### src/rtl/spi_fpga_pkg.sv
// spi_fpga_pkg: shared FSM state type and timing/width helpers for the SPI master
package spi_fpga_pkg;
  typedef enum logic [2:0] {IDLE, SETUP, SHIFT, HOLD, DONE} state_t;
  localparam int DEF_HALF = 2;
  localparam int DEF_HALF_W = $clog2(DEF_HALF) + 1;
  localparam int DEF_EDGE_W = $clog2(2 * 8) + 1;
  function automatic int clks_per_half(input int freq, input int bps);
    return freq / (2 * bps);
  endfunction
  function automatic int half_cnt_w(input int h);
    return $clog2(h) + 1;
  endfunction
  function automatic int edge_cnt_w(input int pack_len);
    return $clog2(2 * pack_len) + 1;
  endfunction
endpackage

### src/rtl/spi_fpga_clk_div.sv
// spi_fpga_clk_div: emits a one-cycle tick every H enabled clocks, cleared synchronously
module spi_fpga_clk_div #(
  parameter int H = 2,
  parameter int W = $clog2(H) + 1
) (
  input  logic clk,
  input  logic rst,
  input  logic en,
  input  logic clr,
  output logic tick
);
  logic [W-1:0] cnt;
  assign tick = en && cnt == W'(H - 1);
  // count enabled clocks, restarting after every tick
  always_ff @(posedge clk)
    cnt <= (rst || clr || tick) ? '0 : en ? cnt + 1'b1 : cnt;
endmodule

### src/rtl/spi_fpga_master.sv
// spi_fpga_master: SPI master, one word per launch edge; SPI_FPGA_MASTER_LOOPBACK_EN feeds MOSI back into the receiver
module spi_fpga_master
  import spi_fpga_pkg::*;
#(
  parameter int BIT_PER_SECOND = 12500000,
  parameter int CLOCK_FREQUENCY = 50000000,
  parameter int PACK_LENGTH = 8,
  parameter logic CPOL = 1'b0,
  parameter logic CPHA = 1'b0,
  parameter int PACK_BIT_SEQUENCE_TRANSMIT = 1,
  parameter int PACK_BIT_SEQUENCE_RECEIVE = 1
) (
  input  logic                   IN_CLOCK,
  input  logic                   IN_RESET,
  input  logic                   IN_LAUNCH,
  input  logic [PACK_LENGTH-1:0] IN_DATA,
  input  logic                   IN_MISO,
  output logic                   OUT_MOSI,
  output logic                   OUT_CS,
  output logic                   OUT_SCLK,
  output logic [PACK_LENGTH-1:0] OUT_RECEIVE_DATA,
  output logic                   OUT_ACTION_DONE
);
  localparam int H = clks_per_half(CLOCK_FREQUENCY, BIT_PER_SECOND);
  localparam int EW = edge_cnt_w(PACK_LENGTH);
  localparam logic [EW-1:0] LAST = EW'(2 * PACK_LENGTH);
  localparam logic [EW-1:0] LAST_M1 = EW'(2 * PACK_LENGTH - 1);
  localparam logic MSB_TX = PACK_BIT_SEQUENCE_TRANSMIT != 0;
  localparam logic MSB_RX = PACK_BIT_SEQUENCE_RECEIVE != 0;
  state_t state, state_n;
  logic launch_d, start, tick, edge_ev, lead, advance, sample, rx_bit, tx_bit;
  logic [EW-1:0] edges;
  logic [PACK_LENGTH-1:0] tx, rx, tx_shift, in_shift;
  spi_fpga_clk_div #(.H(H), .W(half_cnt_w(H))) u_div (
    .clk (IN_CLOCK),
    .rst (IN_RESET),
    .en  (state == SETUP || state == SHIFT || state == HOLD),
    .clr (state == IDLE || state == DONE),
    .tick(tick)
  );
`ifdef SPI_FPGA_MASTER_LOOPBACK_EN
  assign rx_bit = OUT_MOSI;
`else
  assign rx_bit = IN_MISO;
`endif
  // state register
  always_ff @(posedge IN_CLOCK)
    state <= IN_RESET ? IDLE : state_n;
  // next state and per-edge shift decisions; edges holds the number of SCLK edges already issued
  always_comb begin
    start = IN_LAUNCH && !launch_d && state == IDLE;
    state_n = state == IDLE  ? (start ? SETUP : IDLE)
            : state == SETUP ? (tick ? SHIFT : SETUP)
            : state == SHIFT ? ((tick && edges == LAST) ? HOLD : SHIFT)
            : state == HOLD  ? (tick ? DONE : HOLD)
            : IDLE;
    edge_ev = tick && (state == SETUP || (state == SHIFT && edges != LAST));
    lead = !edges[0];
    advance = edge_ev && (CPHA ? lead : (!lead && edges != LAST_M1));
    sample = edge_ev && (CPHA ? !lead : lead);
    tx_bit = MSB_TX ? tx[PACK_LENGTH-1] : tx[0];
    tx_shift = MSB_TX ? tx << 1 : tx >> 1;
    in_shift = MSB_TX ? IN_DATA << 1 : IN_DATA >> 1;
  end
  // datapath: SCLK, chip select, shifters and registered outputs
  always_ff @(posedge IN_CLOCK) begin
    if (IN_RESET) begin
      launch_d <= 1'b0;
      edges <= '0;
      tx <= '0;
      rx <= '0;
      OUT_SCLK <= CPOL;
      OUT_MOSI <= 1'b0;
      OUT_CS <= 1'b1;
      OUT_RECEIVE_DATA <= '0;
      OUT_ACTION_DONE <= 1'b0;
    end else begin
      launch_d <= IN_LAUNCH;
      OUT_CS <= !(state_n == SETUP || state_n == SHIFT || state_n == HOLD);
      OUT_ACTION_DONE <= state_n == DONE;
      if (start) begin
        edges <= '0;
        rx <= '0;
        tx <= CPHA ? IN_DATA : in_shift;
        OUT_MOSI <= CPHA ? 1'b0 : IN_DATA[MSB_TX ? PACK_LENGTH-1 : 0];
      end
      if (edge_ev) begin
        OUT_SCLK <= !OUT_SCLK;
        edges <= edges + 1'b1;
      end
      if (advance) begin
        OUT_MOSI <= tx_bit;
        tx <= tx_shift;
      end
      if (sample)
        rx <= MSB_RX ? {rx[PACK_LENGTH-2:0], rx_bit} : {rx_bit, rx[PACK_LENGTH-1:1]};
      if (state_n == DONE) begin
        OUT_MOSI <= 1'b0;
        OUT_RECEIVE_DATA <= rx;
      end
    end
  end
endmodule

### config.mk
export PLATFORM = sky130hd
export DESIGN_NAME = spi_fpga_master
export DESIGN_NICKNAME = d
export VERILOG_FILES = /design/src/rtl/spi_fpga_pkg.sv /design/src/rtl/spi_fpga_clk_div.sv /design/src/rtl/spi_fpga_master.sv
export SDC_FILE = /design/constraint.sdc
export NUM_CORES = 1
export LEC_CHECK = 0
export BUFFER_PORTS_ARGS = -buffer_cell sky130_fd_sc_hd__buf_2
export CORE_MARGIN = 2
export CORE_UTILIZATION = 50
export DETAILED_ROUTE_END_ITERATION = 7
export PLACE_DENSITY = 0.74
export SLEW_MARGIN = 20
export SYNTH_ARGS = -nofsm -noshare
export SYNTH_HDL_FRONTEND = slang
export SYNTH_SLANG_ARGS = --single-unit
### constraint.sdc
create_clock -name IN_CLOCK -period 1.95 [get_ports IN_CLOCK]
set_clock_uncertainty 0.2 [all_clocks]
set_input_delay 0.195 -clock IN_CLOCK [delete_from_list [all_inputs] [get_ports IN_CLOCK]]
set_output_delay 0.195 -clock IN_CLOCK [all_outputs]
set_load 0.01 [all_outputs]
Yosys cells after proc, flatten, opt, wreduce, memory -nomap -nowiden
Index checks and enable logic that the tools add are counted.
- bits of input ports: 12
- word-level logic and storage cells: 67
- output and inout port bits: 12
- register bits: 38
- reductions and logical operators: 26
- muxes and demuxes: 16
- $add $sub $neg: 2
- equal/unequal tests: 12
- operators by type and width (kind ; count):
    $mux W8 ; 4
    $mux W3 ; 5
    $eq A3 B2 Y1 const B ; 4
    $mux W5 ; 2
    $logic_and A1 B1 Y1 ; 9
    $logic_or A1 B1 Y1 ; 8
    $eq A3 B1 Y1 const B ; 2
    $eq A3 B3 Y1 const B ; 2
    $reduce_bool A2 Y1 ; 3
    $add A5 B1 Y5 const B ; 1
    $eq A5 B5 Y1 const B ; 1
    $ne A5 B4 Y1 const B ; 1
    $ne A5 B5 Y1 const B ; 1
    $logic_not A1 Y1 ; 4
    $mux W1 ; 4
    $logic_not A3 Y1 ; 1
    $add A2 B1 Y2 const B ; 1
    $eq A2 B1 Y1 const B ; 1
    $mux W2 ; 1
    $reduce_or A2 Y1 ; 1

Depth between registers and ports, before layout
Gate-level depths: netlist of run 1.
- depth after elaboration: 13
- depth in mapped cells: 9
- gate-level depth less buffers: 6

Cells and area by module
From an unflattened synthesis of run 1, not the netlist that was laid out.
- cells, all modules: 182
- area, all modules: 1656.6 µm²
- by module, submodules not included (module ; times used ; seq. area each (µm²) ; area an instance (µm²) ; cells an instance):
    spi_fpga_master ; 1 ; 720.7 ; 1547.7 ; 170
    spi_fpga_clk_div ; 1 ; 40.0 ; 108.9 ; 12

Worst setup path after synthesis of run 1
Ideal clock, no wire load.
- path type: register to register
- start point: register edges[0]
- end point: register edges[2]
- setup time: 0.079 ns
- stages on the path, launching flop included: 8
- period minus slack after synthesis: 1.977 ns
- required time: 1.671 ns
- buffers on the path: 1
- arrival time: 1.698 ns
- setup slack: -0.027 ns
- cells stage by stage: dfxtp_1 -> inv_1 -> clkbuf_1 -> ha_1 -> nand4bb_2 -> a21oi_4 -> mux2_1 -> a211oi_2
- word-level cells in the longest chain between the ends: 5
- elaborated cells on any way between the ends: 7
- classes of those cells: 1 x add/sub; 1 x eq/ne; 1 x mux; 4 x reduce/logical
- RTL lines (what ; line ; text):
    start, declared ; spi_fpga_master.sv:32 ; logic [EW-1:0] edges;
    start signal, assigned ; spi_fpga_master.sv:89 ; edges <= edges + 1'b1;
    parallel branches: the longest is 5 deep, another holds $add A5 B1 Y5 ; - ;
Several ways; the timed one is not identified.
A chain may end at the register's enable or synchronous reset.

Worst setup path in the final report of run 1
- start point: register u_div.cnt[1]
- end point: register edges[2]
- word-level cells in the longest chain between the ends: 4
- elaborated cells on any way between the ends: 5
- classes of those cells: 1 x eq/ne; 1 x mux; 3 x reduce/logical
- RTL lines (what ; line ; text):
    start, declared ; spi_fpga_clk_div.sv:12 ; logic [W-1:0] cnt;
    start signal, assigned ; spi_fpga_clk_div.sv:16 ; cnt <= (rst || clr || tick) ? '0 : en ? cnt + 1'b1 : cnt;
    $eq A2 B1 Y1 (*) ; spi_fpga_clk_div.sv:13 ; assign tick = en && cnt == W'(H - 1);
    $logic_and A1 B1 Y1 (*) ; spi_fpga_clk_div.sv:13 ;
    $logic_and A1 B1 Y1 (*) ; spi_fpga_master.sv:57 ; edge_ev = tick && (state == SETUP || (state == SHIFT && edges != LAST));
    $mux W5 / $reduce_bool A2 Y1 (equally long branches) ; - ;
Every way passes the cells marked *; elsewhere a longest branch is shown, timed or not.

==> reports/qor.yml, run 1 <==
cts:
  cts_root_buf: "clkbuf_4"
  tritoncts: "built"
  clock_path_buffers: 2
  htreeDepth: 2
  clkSinkCount: 38
  clk_latency_ns: 0.35
  cts_made_buffers: 5
  clkTransAtPathRegs_ns: 0.12
power:
  seqPwrFrac_pct: 53.7
  power.internal_mw: 1.16
  combPwrFrac_pct: 9.9
  p_sw_mw: 0.348
  vdd_drop_max_uv: 452
  p_sw_share_pct: 23.0
  cellLeakagePower_nw: 0.758
  clkPwrFrac_pct: 36.4
  p_per_area_mw_per_mm2: 731
synth:
  synth_area_leader_cell: "dfxtp_1"
  synth_area_leaders: "dfxtp_1 45%, a21oi_1 8.6%, o211ai_1 6.7%"
  yosysSeqAreaShare_pct: 45.0
  synth.top_cell.area_share_pct: 45.0
  synth_seq_cells: 38
  syn_area_per_cell_um2: 8.94
  syn_area_mm2: 0.00169
  synthCells: 189
  synth_fp_nets: 205
  yosys_warnings: 0
  synth.distinct_cells: 33
floorplanning:
  row_count: 21
  core_area_mm2: 0.00328
  start_util_pct: 51.4
  die_area_mm2: 0.00386
  die_h_um: 62.1
  die_width_um: 62.1
  ioPinCount: 24
sta:
  fin_crit_sh_pct: 94.6
  finalHoldViolCount: 0
  max_slew_margin_pct: 73.2
  finalSetupViolCount: 0
  fmax_ghz: 0.542
  fin_crit_ns: 1.85
  rsz0062_at_grt: "false"
  tightest_slew_ns: 0.402
  slew_violations: 0
  layout_setup_ws_ns: 0.105
  hold-worst-slack_ns: 0.0520
routing:
  vias_per_cell: 5.69
  post_drt_wl_per_cell_um: 13.8
  drt-initial-drc-count: 75
  drtPass1Iterations: 4
  postRouteWirelength_mm: 3.75
  drcViolationCount: 0
  antenna_left: 0
  num_vias: 1541
place:
  port_buffers: 23
  pre_cts_slack_ns: 0.00382
  gp_congestion: 0.752
  hpwl_mm: 2.41
worst_hold_path:
  hp-class: "in2reg"
layout:
  drive_above_1_share_pct: 25.3
  area_delta_synth_final_pct: 22.5
  final_nets: 241
  diodes: 0
  n_fill_cell: 285
worst_setup_path:
  arrival_ns: 1.91
  slowest_delay_ns: 0.35
  cp_slowest_cell: "dfxtp_2"
  crit_chain: "inv_1 > ha_2 > and4bb_2 > a21oi_4 > mux2_4 > a211oi_2"
  cp.required_ns: 2.01
  worstSetupPathType: "reg2reg"
  critPathMaxFanout: 6
  worstSetupEndpointType: "flip-flop"
  crit_path_start_kind: "flip-flop"
run:
  cap_violations: 0
global_routing:
  grt_overflow: 0
  grt_max_degree: 23
  antenna_found_initial: 0
  grt.total_usage_pct: 20.5
  grt_pass1_vias: 1460
  grt_pass1_wl_mm: 6.41
outcome:
  outcome: "complete, no violations"
-- cells in the mapped netlist --
cell type	number
nor4b_2	1
buf_2	4
and4bb_1	1
xor2_1	1
and4bb_4	1
or3_1	2
o211ai_1	15
a21o_1	1
nand2b_1	4
a32oi_1	7
nand3_1	15
inv_1	4
clkbuf_1	8
dfxtp_1	38
nand2_1	23
mux2_1	1
a31oi_1	1
nor2_1	6
xnor2_1	1
buf_6	3
buf_4	2
a221oi_2	1
nor2b_1	3
a21boi_1	1
nand4bb_2	1
a21oi_4	1
a21oi_1	29
o21ai_0	1
a21o_2	1
ha_1	4
a211oi_2	1
and3_1	2
nor3_1	5
-- registers in the layout, indices dropped and copies added, names as in the netlist --
| register | flops |
|---|---|
| OUT_ACTION_DONE | 1 |
| OUT_CS | 1 |
| OUT_MOSI | 1 |
| OUT_RECEIVE_DATA | 8 |
| OUT_SCLK | 1 |
| edges | 5 |
| launch_d | 1 |
| rx | 8 |
| state | 3 |
| tx | 7 |
| u_div.cnt | 2 |
-- path summary, 6_finish.rpt --
path | from | to | slack, ns | depth (start not counted)
min | IN_RESET | launch_d | 0.05 | 2
max | u_div.cnt[1] | edges[2] | 0.10 | 6
min reg2reg | OUT_RECEIVE_DATA[3] | OUT_RECEIVE_DATA[3] | 0.26 | 2
max reg2reg | u_div.cnt[1] | edges[2] | 0.10 | 6
-- cells by family after synthesis --
family	share of synthesized area, %
buffers and inverters	6.74
AO/OA/AOI/OAI	23.6
multiplexers	0.667
adder cells (fa/ha/maj)	2.96
XOR/XNOR	1.04
AND/OR/NAND/NOR	20.0
flip-flops	45.0
-- power by group through the flow --
| stage | logic, mW | registers (mW) | clock network, mW |
|---|---|---|---|
| after floorplan | 0.0948 | 0.823 | 0 |
| final | 0.150 | 0.812 | 0.551 |
| after detailed placement | 0.126 | 0.828 | 0 |
| after CTS | 0.143 | 0.811 | 0.557 |
| after global placement | 0.121 | 0.827 | 0 |
| after global routing | 0.163 | 0.816 | 0.595 |
-- layout make-up --
type,instances,area (µm²),area share [%]
Timing Repair Buffer,46,313,15.1
Inverter,4,15.0,0.726
Clock buffer,6,51.3,2.48
Multi-Input combinational cell,130,840,40.6
Tap cell,46,57.6,2.78
Sequential cell,38,763,36.9
Clock inverter,1,30.0,1.45
-- routing by layer --
metal	share of wire, %	up-vias	wire length (µm)	track usage (%)
met3	3.8	6	143	5.62
met5	0	-	0	0
met2	49	37	1840	34.5
met4	1.3	0	48	8.33
li1	-	752	-	-
met1	46	746	1720	24.8
-- cell usage in the layout (no fill, tap or decap), types with 2 or more instances in the layout --
cell type | Yosys | final
nor2b_1 | 3 | 3
nor2_1 | 6 | 6
nand2_1 | 23 | 23
a21oi_1 | 29 | 29
dlygate4sd3_1 | 0 | 10
nand3_1 | 15 | 14
or3_1 | 2 | 2
ha_1 | 4 | 3
o211ai_1 | 15 | 15
and3_1 | 2 | 2
buf_4 | 2 | 13
dfxtp_2 | 0 | 2
clkbuf_4 | 0 | 5
a32oi_1 | 7 | 7
nor3_1 | 5 | 5
dfxtp_1 | 38 | 36
nand2b_1 | 4 | 3
buf_2 | 4 | 23
inv_1 | 4 | 4
-- stage by stage --
stage | instances | cell area (µm²) | utilization (%) | power, mW | setup TNS (ns)
2_1_floorplan | 189 | 1690 | - | 0.918 | 0
3_3_place_gp | 252 | 1850 | 56.2 | 0.948 | 0
3_5_place_dp | 252 | 1850 | 56.2 | 0.955 | 0
4_1_cts | 269 | 2030 | 61.9 | 1.51 | -0.00930
5_1_grt | 271 | 2070 | 63.0 | 1.57 | 0
6_report | 271 | 2070 | 63.0 | 1.51 | 0
-- worst max-delay path: cells and delay by family, from the launching register on --
| kind | cells | cell delay, ns |
|---|---|---|
| flip-flops | 1 | 0.35 |
| buffers and inverters | 1 | 0.04 |
| AND/OR/NAND/NOR | 1 | 0.26 |
| AO/OA/AOI/OAI | 2 | 0.41 |
| adder cells (fa/ha/maj) | 1 | 0.18 |
| multiplexers | 1 | 0.33 |
-- repair_timing --
| action | CTS | global route |
|---|---|---|
| setup buffers | 0 | 2 |
| gates cloned | 0 | 0 |
| hold buffers | 10 | 0 |
| pin swaps | 0 | 1 |
| endpoints found under the setup margin | 1 | 15 |
| resized for setup | 1 | 8 |
| hold endpoints to repair | 10 | 0 |
Power figures use the tool's default switching activity.
==> inputs of run 2 (changes only) <==
- BUFFER_PORTS_ARGS: -buffer_cell sky130_fd_sc_hd__buf_2 -> default
- CORE_UTILIZATION: 50 -> 55
- DONT_BUFFER_PORTS: default -> 1
- PLACE_DENSITY: 0.74 -> 0.73
==> run 2 against run 1 <==
Effect of this change:
- combinational power decreased by 11%
- sequential cell count stayed put
- utilization up 0.90 points
- sequential power about the same
- clock-buffer cell count up 1
- first-iteration DRC count shrank 20%
- sequential share of layout area grew 3.1 points
- via count decreased by 6.6%
- critical path type unchanged
- largest cell class unchanged
- highest routed layer unchanged
==> reports/qor.yml, run 2 (synthesized netlist as in run 1, its figures left out) <==
cts:
  tritoncts: "built"
  htreeDepth: 2  # unchanged
  clkSinkCount: 38  # unchanged
  cts_root_buf: "clkbuf_4"
  clock_path_buffers: 2  # unchanged
  cts_made_buffers: 5  # unchanged
  clk_latency_ns: 0.34  # about the same
  clkTransAtPathRegs_ns: 0.11  # about the same
global_routing:
  antenna_found_initial: 0  # unchanged
  grt_pass1_wl_mm: 5.92  # -7.6%
  grt_pass1_vias: 1411  # -3.4%
  grt_overflow: 0  # unchanged
  grt.total_usage_pct: 22.3  # +1.8 points
  grt_max_degree: 38  # +65%
sta:
  finalSetupViolCount: 0  # unchanged
  fin_crit_sh_pct: 96.1  # +1.5 points
  slew_violations: 0  # unchanged
  max_slew_margin_pct: 74.1  # +0.92 points
  fmax_ghz: 0.533  # -1.6%
  tns_ns: 0  # unchanged
  fin_crit_ns: 1.87  # +0.0292 ns
  layout_setup_ws_ns: 0.0755  # -0.0292 ns
  rsz0062_at_grt: "false"
  tightest_slew_ns: 0.387  # -0.0150 ns
  finalHoldViolCount: 0  # unchanged
layout:
  reg.largest.list: "OUT_RECEIVE_DATA x8, rx x8, tx x7"
  final_cell_mix: "38 x dfxtp_1, 29 x a21oi_1, 23 x nand2_1"
  n_fill_cell: 263  # -7.7%
  diodes: 0  # unchanged
  drive_above_1_share_pct: 12.5  # -13 points
  final_common_cell: "dfxtp_1"
  final_nets: 215  # -11%
  utilization_pct: 63.9  # +0.90 points
  area_delta_synth_final_pct: 12.7
floorplanning:
  row_count: 20  # -4.8%
  start_util_pct: 56.7  # +5.3 points
  ioPinCount: 24  # unchanged
  die_h_um: 59.4  # -4.4%
  die_area_mm2: 0.00353  # -8.5%
  core_area_mm2: 0.00298  # -9.3%
  die_width_um: 59.4  # -4.4%
routing:
  drt-initial-drc-count: 60  # -20%
  postRouteWirelength_mm: 3.51  # -6.5%
  drtPass1Iterations: 4  # unchanged
  drcViolationCount: 0  # unchanged
  antenna_left: 0  # unchanged
  num_vias: 1440  # -6.6%
  post_drt_wl_per_cell_um: 15.1  # +8.8%
  vias_per_cell: 6.18  # +8.7%
worst_hold_path:
  whs_endpoint: "OUT_RECEIVE_DATA[7]"
  hp-class: "reg2reg"
  hold_path_depth: 2  # unchanged
  hp-start: "rx[7]"
worst_setup_path:
  worstSetupEndpointType: "flip-flop"
  r2r_end: "edges[3]"
  worstSetupPathType: "reg2reg"
  startpoint: "u_div.cnt[0]"
  critPathMaxFanout: 20  # +14
  worst-r2r-cell-count: 6  # unchanged
  r2r_slack_ns: 0.08  # -0.03 ns
  crit_path_start_kind: "flip-flop"
  cp.required_ns: 2.03  # +0.02 ns
  r2r_start: "u_div.cnt[0]"
  arrival_ns: 1.95  # +0.04 ns
run:
  cap_violations: 0  # unchanged
place:
  pre_cts_slack_ns: 0.0852  # +0.0814 ns
  gp_congestion: 0.827  # +10%
  hpwl_mm: 2.31  # -4.3%
  port_buffers: 0  # -100%
power:
  vdd_drop_max_uv: 458  # +1.2%
  clkPwrFrac_pct: 31.2  # -5.2 points
  seqPwrFrac_pct: 59.2  # +5.5 points
  p_per_area_mw_per_mm2: 723  # -1.1%
  p_sw_share_pct: 25.0  # +1.9 points
  power.internal_mw: 1.03  # -11%
  combPwrFrac_pct: 9.7  # -0.2 points
  cellLeakagePower_nw: 0.633  # -16%
  p_sw_mw: 0.343  # -1.4%
outcome:
  outcome: "complete, no violations"
## run 2: changes by cell type in the layout (fill, tap and decap cells not counted), moves of 2 or more
cell,delta
buf_4,-6
buf_2,-23
buf_12,+2
dfxtp_2,-2
dfxtp_1,+2
## run 2: final cells by class
cell class	instances	area, µm²	share of cell area [%]
multi-input cells	130	823	43.3
flip-flops and latches	38	761	40.0
repair buffers	20	203	10.7
clock buffers	7	55.1	2.89
well taps	33	41.3	2.17
inverters	4	15.0	0.789
clock inverters	1	5.00	0.263
## run 2: stage by stage
stage | std cells | power, mW | area, µm² | hold slack, ns
after global placement | 213 | 0.923 | 1700 | 0.0654
after CTS | 233 | 1.39 | 1890 | 0.283
after floorplan | 189 | 0.918 | 1690 | 0.123
after detailed placement | 213 | 0.929 | 1700 | 0.0651
after global routing | 233 | 1.44 | 1900 | 0.299
final | 233 | 1.38 | 1900 | 0.278
## run 2: critical path, cell delays in order (launching register included)
cell and delay (ns):
dfxtp_1 0.37, ha_1 0.22, and4bb_2 0.30, a21oi_4 0.06, buf_12 0.16, or3_1 0.36, a31oi_1 0.14
## run 2: repair_timing
| action | 4_1_cts | 5_1_grt |
|---|---|---|
| resized for setup | 0 | 3 |
| endpoints found under the setup margin | 0 | 8 |
| hold buffers | 12 | 0 |
| endpoints found under the hold margin | 38 | 0 |
| setup buffers | 0 | 0 |
## run 2: worst max-delay path by stage
stage,to,slack (ns)
3_3_place_gp,edges[2],0.16
6_report,edges[3],0.08
4_1_cts,edges[2],0.05
3_5_place_dp,tx[3],0.09
2_1_floorplan,edges[2],0.09
5_1_grt,edges[3],0.002
## run 2: power by group through the flow
stage | Clock, mW | Sequential (mW) | Combinational (mW)
2_1_floorplan | 0 | 0.823 | 0.0948
3_3_place_gp | 0 | 0.829 | 0.0935
3_5_place_dp | 0 | 0.831 | 0.0972
4_1_cts | 0.441 | 0.813 | 0.131
5_1_grt | 0.474 | 0.816 | 0.149
6_report | 0.428 | 0.814 | 0.133
## run 2: routing by layer
layer	part of all wire, %	GRT usage, %	vias up
li1	-	-	703
met1	41	23.0	692
met2	52	41.8	40
met3	5.6	5.90	5
met4	1.7	9.74	0
met5	0	0	-
==> inputs of run 3 (changes only) <==
- CORE_UTILIZATION: 55 -> 66
- PLACE_DENSITY: 0.73 -> 0.82
- clock period: 1.95 -> 2.3 ns (I/O delays scaled with it)
==> run 3 against run 2 <==
Effect of this change:
- sequential cell count is the same
- setup slack better by 0.14 ns
- total power is 19% lower
- utilization grew 11 points
- combinational power shrank 20%
- sequential power is 15% lower
- hold slack gained 0.0040 ns
- final cell count is 3.0% lower
- critical path depth unchanged
- clock power decreased by 27%
- maximum frequency is 10% lower
- highest routed layer unchanged
==> reports/qor.yml, run 3 (synthesized netlist as in run 1, its figures left out) <==
worst_setup_path:
  cp.required_ns: 2.37  # +0.34 ns
  worstSetupPathType: "reg2reg"
  worstSetupEndpointType: "flip-flop"
  crit_path_start_kind: "flip-flop"
  critPathMaxFanout: 8  # -60%
  arrival_ns: 2.16  # +0.21 ns
sta:
  layout_setup_ws_ns: 0.212  # +0.137 ns
  max_slew_margin_pct: 44.4  # -30 points
  finalSetupViolCount: 0  # unchanged
  fin_crit_ns: 2.09  # +0.213 ns
  tightest_slew_ns: 0.834  # +0.447 ns
  fin_crit_sh_pct: 90.8  # -5.4 points
  tns_ns: 0  # unchanged
  slew_violations: 0  # unchanged
  fmax_ghz: 0.479  # -10%
  finalHoldViolCount: 0  # unchanged
  rsz0062_at_grt: "false"
global_routing:
  grt_overflow: 0  # unchanged
  grt.total_usage_pct: 25.0  # +2.7 points
  grt_max_degree: 38  # unchanged
  grt_pass1_wl_mm: 5.22  # -12%
  grt_pass1_vias: 1203  # -15%
  antenna_found_initial: 0  # unchanged
run:
  cap_violations: 0  # unchanged
routing:
  drt-initial-drc-count: 38  # -37%
  antenna_left: 0  # unchanged
  drcViolationCount: 0  # unchanged
  vias_per_cell: 6.31  # +2.2%
  num_vias: 1427  # -0.90%
  post_drt_wl_per_cell_um: 15.3  # +1.7%
  postRouteWirelength_mm: 3.46  # -1.4%
  drtPass1Iterations: 4  # unchanged
layout:
  final_cell_mix: "38 x dfxtp_1, 29 x a21oi_1, 23 x nand2_1"
  final_nets: 212  # -1.4%
  n_fill_cell: 183  # -30%
  diodes: 0  # unchanged
  utilization_pct: 75.0  # +11 points
  final_common_cell: "dfxtp_1"
  reg.largest.list: "OUT_RECEIVE_DATA x8, rx x8, tx x7"
  area_delta_synth_final_pct: 8.96
  drive_above_1_share_pct: 9.18  # -3.3 points
  stdcell_count: 226  # -3.0%
power:
  seqPwrFrac_pct: 62.2  # +3.0 points
  p_sw_mw: 0.272  # -21%
  p_per_area_mw_per_mm2: 602  # -17%
  p_total_mw: 1.11  # -19%
  combPwrFrac_pct: 9.7  # about the same
  vdd_drop_max_uv: 596  # +30%
  clkPwrFrac_pct: 28.1  # -3.1 points
  p_sw_share_pct: 24.5  # -0.43 points
  cellLeakagePower_nw: 0.604  # -4.6%
  power.internal_mw: 0.836  # -19%
place:
  post-place-cells: 207  # -2.8%
  gp_congestion: 0.739  # -11%
  hpwl_mm: 2.16  # -6.4%
  port_buffers: 0  # unchanged
  pre_cts_slack_ns: 0.257  # +0.172 ns
cts:
  tritoncts: "built"
  cts_resized: 0  # unchanged
  cts_root_buf: "clkbuf_4"
  clock_path_buffers: 2  # unchanged
  post_cts_buffers: 0  # unchanged
  clkSinkCount: 38  # unchanged
  htreeDepth: 2  # unchanged
  clk_latency_ns: 0.34  # about the same
  cts_made_buffers: 5  # unchanged
  clkTransAtPathRegs_ns: 0.10  # about the same
floorplanning:
  start_util_pct: 68.8  # +12 points
  die_h_um: 54.6  # -8.1%
  die_width_um: 54.6  # -8.1%
  row_count: 18  # -10%
  core_area_mm2: 0.00245  # -18%
  die_area_mm2: 0.00298  # -16%
  ioPinCount: 24  # unchanged
outcome:
  outcome: "complete, no violations"
worst_hold_path:
  hp-class: "reg2reg"
run 3: cell types whose count changed in the layout (fill, tap and decap cells not counted):
| cell | change |
|---|---|
| clkinv_2 | -1 |
| and4bb_1 | +1 |
| nand2b_1 | +1 |
| buf_4 | -2 |
| buf_12 | -1 |
| nand2b_2 | -1 |
| a21o_4 | -1 |
| clkbuf_1 | +1 |
| a21o_2 | +1 |
| and4bb_2 | -1 |
| clkbuf_8 | -1 |
run 3: timing repair:
action | CTS | global route
hold buffers | 12 | 0
hold endpoints to repair | 38 | 0
setup endpoints to repair | 0 | 0
run 3: layout make-up:
type | count | area [µm²] | share of cell area, %
multi-input combinational | 130 | 815 | 44.3
sequential | 38 | 761 | 41.3
timing repair buffer | 17 | 168 | 9.11
clock buffer | 7 | 45.0 | 2.45
tap | 30 | 37.5 | 2.04
inverter | 4 | 15.0 | 0.816
run 3: routing by layer:
| layer | global-route usage (%) | vias to the layer above | routed length, µm |
|---|---|---|---|
| met5 | 0 | - | 0 |
| met2 | 38.1 | 38 | 1620 |
| li1 | - | 698 | - |
| met3 | 10.1 | 11 | 189 |
| met1 | 31.6 | 680 | 1580 |
| met4 | 9.58 | 0 | 63 |
run 3: per-stage QoR:
step | hold slack, ns | cell area, µm²
floorplan | 0.158 | 1690
global placement | 0.100 | 1670
detailed placement | 0.101 | 1670
CTS | 0.277 | 1840
global route | 0.285 | 1840
finish | 0.282 | 1840
run 3: final timing paths:
| path | from | endpoint | slack [ns] | cells past startpoint |
|---|---|---|---|---|
| worst max-delay path | edges[0] | OUT_MOSI | 0.21 | 6 |
| worst min-delay path | rx[7] | OUT_RECEIVE_DATA[7] | 0.28 | 2 |
| worst min register to register | rx[7] | OUT_RECEIVE_DATA[7] | 0.28 | 2 |
| worst max register to register | edges[0] | OUT_MOSI | 0.21 | 6 |
run 3: critical path, cell delays in order, from the launching register on:
cell and delay, ns:
dfxtp_1 0.36, ha_1 0.24, and3_1 0.19, ha_1 0.19
nor2_1 0.46, a32oi_1 0.19, a21boi_1 0.18
run 3: power by group through the flow:
stage                     clock network, mW  logic, mW  registers, mW
after global placement                    0     0.0720          0.703
final                                 0.311      0.107          0.689
after detailed placement                  0     0.0757          0.704
after floorplan                           0     0.0803          0.698
after CTS                             0.320      0.105          0.689
after global routing                  0.343      0.116          0.692
